File: src/rtl/pipe_skid_stage.sv
// Pipeline register stage with optional two-entry skid buffer, flush and NOP-bubble insertion.
// Head slot drives dn_*; the skid slot only ever holds an entry while the head is full.
module pipe_skid_stage #(
    parameter int              DW      = 64,
    parameter int              SBW     = 32,
    parameter int              SKID    = 1,
    parameter logic [DW-1:0]   NOP_VAL = '0
) (
    input  logic           clk,
    input  logic           cpurst,
    input  logic           flush,
    input  logic           bubble,
    input  logic           up_valid,
    output logic           up_ready,
    input  logic [DW-1:0]  up_data,
    input  logic [SBW-1:0] up_sb,
    output logic           dn_valid,
    input  logic           dn_ready,
    output logic [DW-1:0]  dn_data,
    output logic [SBW-1:0] dn_sb,
    output logic [1:0]     occ
);

    logic           head_valid;
    logic           skid_valid;
    logic [DW-1:0]  head_data;
    logic [DW-1:0]  skid_data;
    logic [SBW-1:0] head_sb;
    logic [SBW-1:0] skid_sb;

    logic head_free;
    logic can_load;
    logic bubble_take;
    logic space;
    logic up_xfer;

    // Valid/ready: a beat moves on a port only in a cycle where valid and ready are both high.
    assign head_free   = ~head_valid | dn_ready;
    assign can_load    = head_free & ~skid_valid;
    assign bubble_take = bubble & can_load;

    // With a skid slot, readiness comes only from registered state; without it, it follows dn_ready.
    assign space    = (SKID != 0) ? ~skid_valid : head_free;
    assign up_ready = space & ~cpurst & ~flush & ~bubble_take;
    assign up_xfer  = up_valid & up_ready;

    assign dn_valid = head_valid;
    assign dn_data  = head_data;
    assign dn_sb    = head_sb;
    assign occ      = {1'b0, head_valid} + {1'b0, skid_valid};

    always_ff @(posedge clk) begin
        if (cpurst) begin
            head_valid <= 1'b0;
            skid_valid <= 1'b0;
            head_data  <= NOP_VAL;
            skid_data  <= NOP_VAL;
            head_sb    <= '0;
            skid_sb    <= '0;
        end else if (flush) begin
            // Sideband deliberately survives a flush so the last PC stays observable.
            head_valid <= 1'b0;
            skid_valid <= 1'b0;
            head_data  <= NOP_VAL;
        end else if (bubble_take) begin
            head_valid <= 1'b1;
            head_data  <= NOP_VAL;
            head_sb    <= up_sb;
        end else if (head_free) begin
            if (skid_valid) begin
                head_valid <= 1'b1;
                head_data  <= skid_data;
                head_sb    <= skid_sb;
                skid_valid <= 1'b0;
            end else if (up_xfer) begin
                head_valid <= 1'b1;
                head_data  <= up_data;
                head_sb    <= up_sb;
            end else begin
                head_valid <= 1'b0;
            end
        end else if (up_xfer && (SKID != 0)) begin
            skid_valid <= 1'b1;
            skid_data  <= up_data;
            skid_sb    <= up_sb;
        end
    end

endmodule

File: config.mk
export PLATFORM = sky130hd
export DESIGN_NAME = pipe_skid_stage
export DESIGN_NICKNAME = d
export VERILOG_FILES = /design/src/rtl/pipe_skid_stage.sv
export SDC_FILE = /design/constraint.sdc
export NUM_CORES = 1
export LEC_CHECK = 0
export ABC_AREA = 1
export CORE_ASPECT_RATIO = 1.5
export CORE_MARGIN = 1.5
export CORE_UTILIZATION = 47
export CTS_BUF_LIST = sky130_fd_sc_hd__clkbuf_8
export CTS_CLUSTER_SIZE = 16
export DETAILED_ROUTE_END_ITERATION = 8
export GPL_TIMING_DRIVEN = 1
export PLACE_DENSITY = 0.79
export REMOVE_ABC_BUFFERS = 1
export SYNTH_ARGS = -nofsm -noshare
export SYNTH_HDL_FRONTEND = slang
export SYNTH_SLANG_ARGS = --single-unit
File: constraint.sdc
create_clock -name clk -period 1.4 [get_ports clk]
set_clock_uncertainty 0.05 [all_clocks]
set_input_delay 0.14 -clock clk [delete_from_list [all_inputs] [get_ports clk]]
set_output_delay 0.14 -clock clk [all_outputs]
set_load 0.01 [all_outputs]
==> reports/results.tsv, run 1 <==
metric	value	unit
core_area	18600	µm²
synth_area_leaders	dfxtp_1 (43%), nor2_1 (12%), nand2_1 (12%)	
avgSynthCellArea	7.05	µm²
dp_cells	1676	
critPathSlowestCell	dfxtp_4	
grt_usage	27.0	%
tns	-15420	ps
final_area	13400	µm²
ant_nets	0	
tightest_slew	616	ps
placed_cell_area	11400	µm²
final_common_cell	nor2_1	
hold_path_class	input pin to flop	
ios	202	
first_global_vias	8751	
final_nets	1601	
vdd_drop_max	731	µV
crit_path_max_incr_delay	390	ps
holdPathStages	3	
area_delta_synth_final	49.9	%
endpoint_kind	flop	
dp_worst_setup_slack	-433	ps
fin_cells	1764	
drt_first_pass_iters	7	
path_clk_slew	110	ps
leakagePower	6.00	nW
port_buffers	201	
cp.arrival	1920	ps
cts_num_sinks	194	
drt-total-wl	28600	µm
avgViaCountPerCell	5.18	
slew_violations	0	
rsz0062_at_grt	true	
cp-start-kind	flop	
fp.dieArea	19900	µm²
fill_cells	1389	
crit_chain	buf_6 -> nor2_4 -> nand3_4 -> nand2_8 -> buf_12 -> buf_12 -> nand3_1 -> nand2_1 -> nor2_1	
layout_min_cycle_time	1610	ps
vias	9141	
fp.dieH	172	µm
drcViolationCount	0	
overflow	0	
syn_inst	1271	
setup_ws	-211	ps
worstPathRequired	1710	ps
power.density	840	nW/µm²
h-tree-depth	4	
drive_gt1_share	18.3	%
final_cell_mix	nor2_1 (273), nand2_1 (266), dfxtp_1 (190)	
cts_tree	yes	
cpMostUsedCell	buf_12	
utilization	72.2	%
outcome	complete, but fails checks	
dr.first_iter.drc_count	624	
fin_crit_sh	115	%
relSlewSlack	59.0	%
grt_max_degree	72	
violations	setup timing	
synth_cell_types	22	
drv_cap	0	
clockRootBuffer	clkbuf_8	
dp.final_hpwl	14600	µm
start_util	48.1	%
setup_viol	196	
hold_buffers	0	
gp_congestion	0.787	
reg2reg_depth	9	
seq_area_frac_synth	43.3	%
timing.final.hold_violations	0	
synth_top_area_share	43.3	%
cts_made_buffers	17	
antenna_found_initial	1	
clk-insertion-delay-late	470	ps
cts_buffer_depth	2	
routedWlPerCell	16.2	µm
worstSetupPathType	flop to flop	
ys_ff_latch	194	
ys.warnings.count	0	
critical_path.max_fanout	8	
die_width	116	µm
rows	61	
grt_first_pass_wirelength	42300	µm
fmax	0.621	GHz
synth_area_leader_cell	dfxtp_1	
syn_area	8960	µm²
routing by layer:
| metal | share of wire (%) | GRT usage [%] | routed length, µm | vias to the layer above |
|---|---|---|---|---|
| met3 | 5.5 | 5.26 | 1570 | 100 |
| met1 | 37 | 29.2 | 10600 | 4244 |
| li1 | - | - | - | 4437 |
| met4 | 4.6 | 13.6 | 1310 | 0 |
| met5 | 0 | 0 | 0 | - |
| met2 | 53 | 49.6 | 15100 | 360 |
worst paths after layout:
| check | slack, ps | end | start |
|---|---|---|---|
| setup reg to reg | -210 | dn_data[36] | skid_valid |
| hold / removal | 220 | skid_sb[10] | up_sb[10] |
| setup / recovery | -210 | dn_data[36] | skid_valid |
| hold reg to reg | 440 | dn_data[53] | dn_data[53] |
through the flow:
step	hold WS [ps]	total power [mW]
floorplan	225	6.36
global placement	409	7.06
detailed placement	417	7.08
CTS	183	11.1
global route	210	11.7
finish	216	11.3
cells by family after synthesis:
| group | Yosys count | share of synthesized area [%] |
|---|---|---|
| DFF | 194 | 43.3 |
| buffers and inverters | 197 | 9.91 |
| muxes | 96 | 10.7 |
| adders and majority gates | 1 | 0.140 |
| AOI/OAI and AO/OA | 97 | 5.44 |
| and+or+nand+nor | 686 | 30.4 |
final cells by class:
class                   count  area, µm²  share of cell area [%]
repair buffers            301       3640                    27.1
diodes                      1       2.50                  0.0186
inverters                 104        395                    2.94
flip-flops and latches    194       3890                    29.0
clock inverters            14        170                    1.27
multi-input cells         880       4780                    35.6
well taps                 252        315                    2.35
clock buffers              18        248                    1.84
power breakdown:
part,switching [mW],internal (mW)
clock,2.21,1.70
combinational,0.816,0.870
sequential,0.0673,5.62
synth_stat cells, drive strengths merged:
cell    instances
nor2          294
nand2         292
dfxtp         194
inv           104
nand3          97
a21oi          96
mux2i          96
buf            68
clkbuf         25
ha              1
nand4           1
nor3            1
nor3b           1
o211ai          1
timing repair:
| item | CTS | global route |
|---|---|---|
| setup buffers | 24 | 4 |
| cloned | 24 | 13 |
| pin swaps | 36 | 55 |
| gates resized for setup | 224 | 101 |
| setup endpoints to repair | 288 | 199 |
flip-flops by register name, summed over array words and instances, names as in the netlist:
register    flops
skid_data      64
skid_sb        32
dn_valid        1
skid_valid      1
dn_data        64
dn_sb          32
critical path, delay by kind of cell (launching register included):
family | cells | cell delay (ps)
DFF | 1 | 390
buffers and inverters | 3 | 440
and+or+nand+nor | 6 | 600
No activity file was read; power rests on OpenSTA's default activity.
==> run 2: changes to the inputs <==
--- a/config.mk
+++ b/config.mk
@@ -5,15 +5,14 @@
 export SDC_FILE = /design/constraint.sdc
 export NUM_CORES = 1
 export LEC_CHECK = 0
-export ABC_AREA = 1
 export CORE_ASPECT_RATIO = 1.5
 export CORE_MARGIN = 1.5
-export CORE_UTILIZATION = 47
+export CORE_UTILIZATION = 48
 export CTS_BUF_LIST = sky130_fd_sc_hd__clkbuf_8
 export CTS_CLUSTER_SIZE = 16
 export DETAILED_ROUTE_END_ITERATION = 8
 export GPL_TIMING_DRIVEN = 1
-export PLACE_DENSITY = 0.79
+export PLACE_DENSITY = 0.8
 export REMOVE_ABC_BUFFERS = 1
 export SYNTH_ARGS = -nofsm -noshare
 export SYNTH_HDL_FRONTEND = slang
==> reports/results.tsv, run 2 <==
metric	value	unit	change
cpLargestDelayFamily	compound AO/OA/AOI/OAI gates		
drv_cap	0		unchanged
cts_num_sinks	194		unchanged
cp.arrival	2080	ps	+160 ps
rows	62		+1.6%
routedWlPerCell	23.6	µm	+45%
path_clk_slew	110	ps	about the same
utilization	76.6	%	+4.5 points
fin_crit_sh	125	%	+10 points
grt_first_pass_wirelength	44900	µm	+6.1%
multi_input_area	5490	µm²	+15%
dp.final_hpwl	17200	µm	+18%
grt_usage	28.0	%	+0.98 points
cts_buffer_depth	2		unchanged
crit_path_max_incr_delay	400	ps	about the same
synth_cell_types	24		+9.1%
seq_area_frac_synth	42.0	%	-1.3 points
timing.final.hold_violations	0		unchanged
grt_max_degree	61		-15%
vdd_drop_max	684	µV	-6.5%
fp.dieH	173	µm	+0.45%
fin_cells	1495		-15%
setup_ws	-350	ps	-140 ps
vias	9496		+3.9%
final_nets	1327		-17%
relSlewSlack	44.9	%	-14 points
reg2reg_depth	7		-2
endpoint_kind	flop		
fmax	0.571	GHz	-8.0%
r2r-start	skid_valid		
min_from	up_sb[11]		
avgViaCountPerCell	6.35		+23%
cp-start-kind	flop		
critPathSlowestCell	a211o_4		
core_area	19000	µm²	+2.1%
hold_end	skid_sb[11]		
drcViolationCount	0		unchanged
fp.dieArea	20100	µm²	+0.90%
tightest_slew	826	ps	+211 ps
ant_nets	0		unchanged
drt_first_pass_iters	4		-3
drive_gt1_share	40.3	%	+22 points
tns	-51020	ps	-35590 ps
clk-insertion-delay-late	470	ps	about the same
critPathBufInv	4		+1
slew_violations	0		unchanged
yosysMostFrequentCell	dfxtp_1		
violations	setup timing		
dp_cells	1414		-16%
synth_area_leaders	dfxtp_1 (42%), mux2_2 (12%), a211oi_1 (8.2%)		
rsz0062_at_grt	true		
avgSynthCellArea	9.19	µm²	+30%
antenna_found_initial	2		+1
cpMostUsedCell	buf_6		
holdPathStages	3		unchanged
ys.warnings.count	0		unchanged
ys_ff_latch	194		unchanged
regToRegSetupSlack	-350	ps	-140 ps
cts_made_buffers	17		unchanged
first_global_vias	8797		+0.53%
layout_min_cycle_time	1750	ps	+140 ps
start_util	48.6	%	+0.48 points
syn_inst	1005		-21%
outcome	complete, but fails checks		
critical_path.max_fanout	8		unchanged
final_common_cell	dfxtp_1		
port_buffers	201		unchanged
leakagePower	6.22	nW	+3.6%
cts_tree	yes		
layout.area.seq	3890	µm²	about the same
gp_congestion	0.821		+4.2%
fill_cells	1153		-17%
overflow	0		unchanged
setup_viol	196		unchanged
synth_area_leader_cell	dfxtp_1		
power.density	793	nW/µm²	-5.6%
ios	202		unchanged
synth_top_area_share	42.0	%	-1.3 points
hold_path_class	input pin to flop		
area_delta_synth_final	57.6	%	
syn_area	9240	µm²	+3.1%
synthArstFlopShare	0	%	unchanged
dr.first_iter.drc_count	887		+42%
die_width	116	µm	+0.45%
final_cell_mix	dfxtp_1 (191), a211oi_2 (136), inv_1 (99), clkdlybuf4s50_1 (99)		
worstPathRequired	1730	ps	+20 ps
r2r-end	dn_sb[3]		
synth_edf_count	0		unchanged
worstSetupPathType	flop to flop		
crit_chain	buf_8 -> buf_6 -> buf_6 -> nor2_4 -> a211o_4 -> clkbuf_16 -> a211oi_2		
h-tree-depth	4		unchanged
clockRootBuffer	clkbuf_8		
synthFlopType	dfxtp_1		
drt-total-wl	35300	µm	+23%
synth_common_cells	dfxtp_1 (194), a211oi_1 (101), inv_1 (97)		
[run 2: worst max-delay path by stage]
stage / from / to / slack (ps) / cells after the start
after floorplan: skid_valid / dn_data[24] / -4860 / 3
after global placement: flush / dn_data[35] / -820 / 5
after detailed placement: flush / dn_data[1] / -880 / 5
after CTS: skid_valid / dn_data[27] / -290 / 6
after global routing: skid_valid / dn_data[1] / -460 / 6
final: skid_valid / dn_sb[3] / -350 / 7
[run 2: cell type report]
type	count	area share, %
multi-input cells	595	37.7
repair buffers	319	28.1
flip-flops and latches	194	26.7
inverters	97	2.52
well taps	256	2.20
clock buffers	19	1.80
clock inverters	13	0.928
diodes	2	0.0344
[run 2: routing by layer]
layer	vias up	global-route usage, %	wire length (µm)
li1	4136	-	-
met1	4681	33.8	12800
met2	544	48.3	18100
met3	135	5.05	2620
met4	0	11.6	1820
met5	-	0	0
[run 2: through the flow]
step / hold slack (ps) / power (mW) / setup slack [ps] / instance area [µm²]
after floorplan: 159 / 6.37 / -4860 / 8700
after global placement: 395 / 7.32 / -818 / 11900
after detailed placement: 395 / 7.33 / -880 / 11900
after CTS: 135 / 11.1 / -292 / 12900
after global routing: 180 / 11.8 / -464 / 14600
final: 195 / 11.5 / -350 / 14600
[run 2: cells by family after synthesis]
logic type | synth area share, %
DFF | 42.0
and+or+nand+nor | 6.19
muxes | 11.7
AOI/OAI and AO/OA | 30.2
adders and majority gates | 0.135
buffers and inverters | 9.78
[run 2: tightest hold or removal path: stages]
cell and delay [ps]:
clkdlybuf4s50_1 420, nand3_1 70, a21oi_1 50
[run 2: repair_timing]
action,4_1_cts,5_1_grt
buffers inserted,8,8
gates cloned,4,27
pin swaps,9,49
resized for setup,109,356
setup endpoints to repair,293,292
hold buffers,0,0
[run 2: report_power, final]
part | switching (mW) | internal (mW)
clock network | 2.10 | 1.69
registers | 0.0667 | 5.62
logic | 1.05 | 1.01
total | 3.22 | 8.32
==> run 3: changes to the inputs <==
--- a/config.mk
+++ b/config.mk
@@ -5,6 +5,7 @@
 export SDC_FILE = /design/constraint.sdc
 export NUM_CORES = 1
 export LEC_CHECK = 0
+export ABC_CLOCK_PERIOD_IN_PS = 1400
 export CORE_ASPECT_RATIO = 1.5
 export CORE_MARGIN = 1.5
 export CORE_UTILIZATION = 48
==> results of run 3 <==
No change in the layout: final DEF, timing and power equal those of run 2.
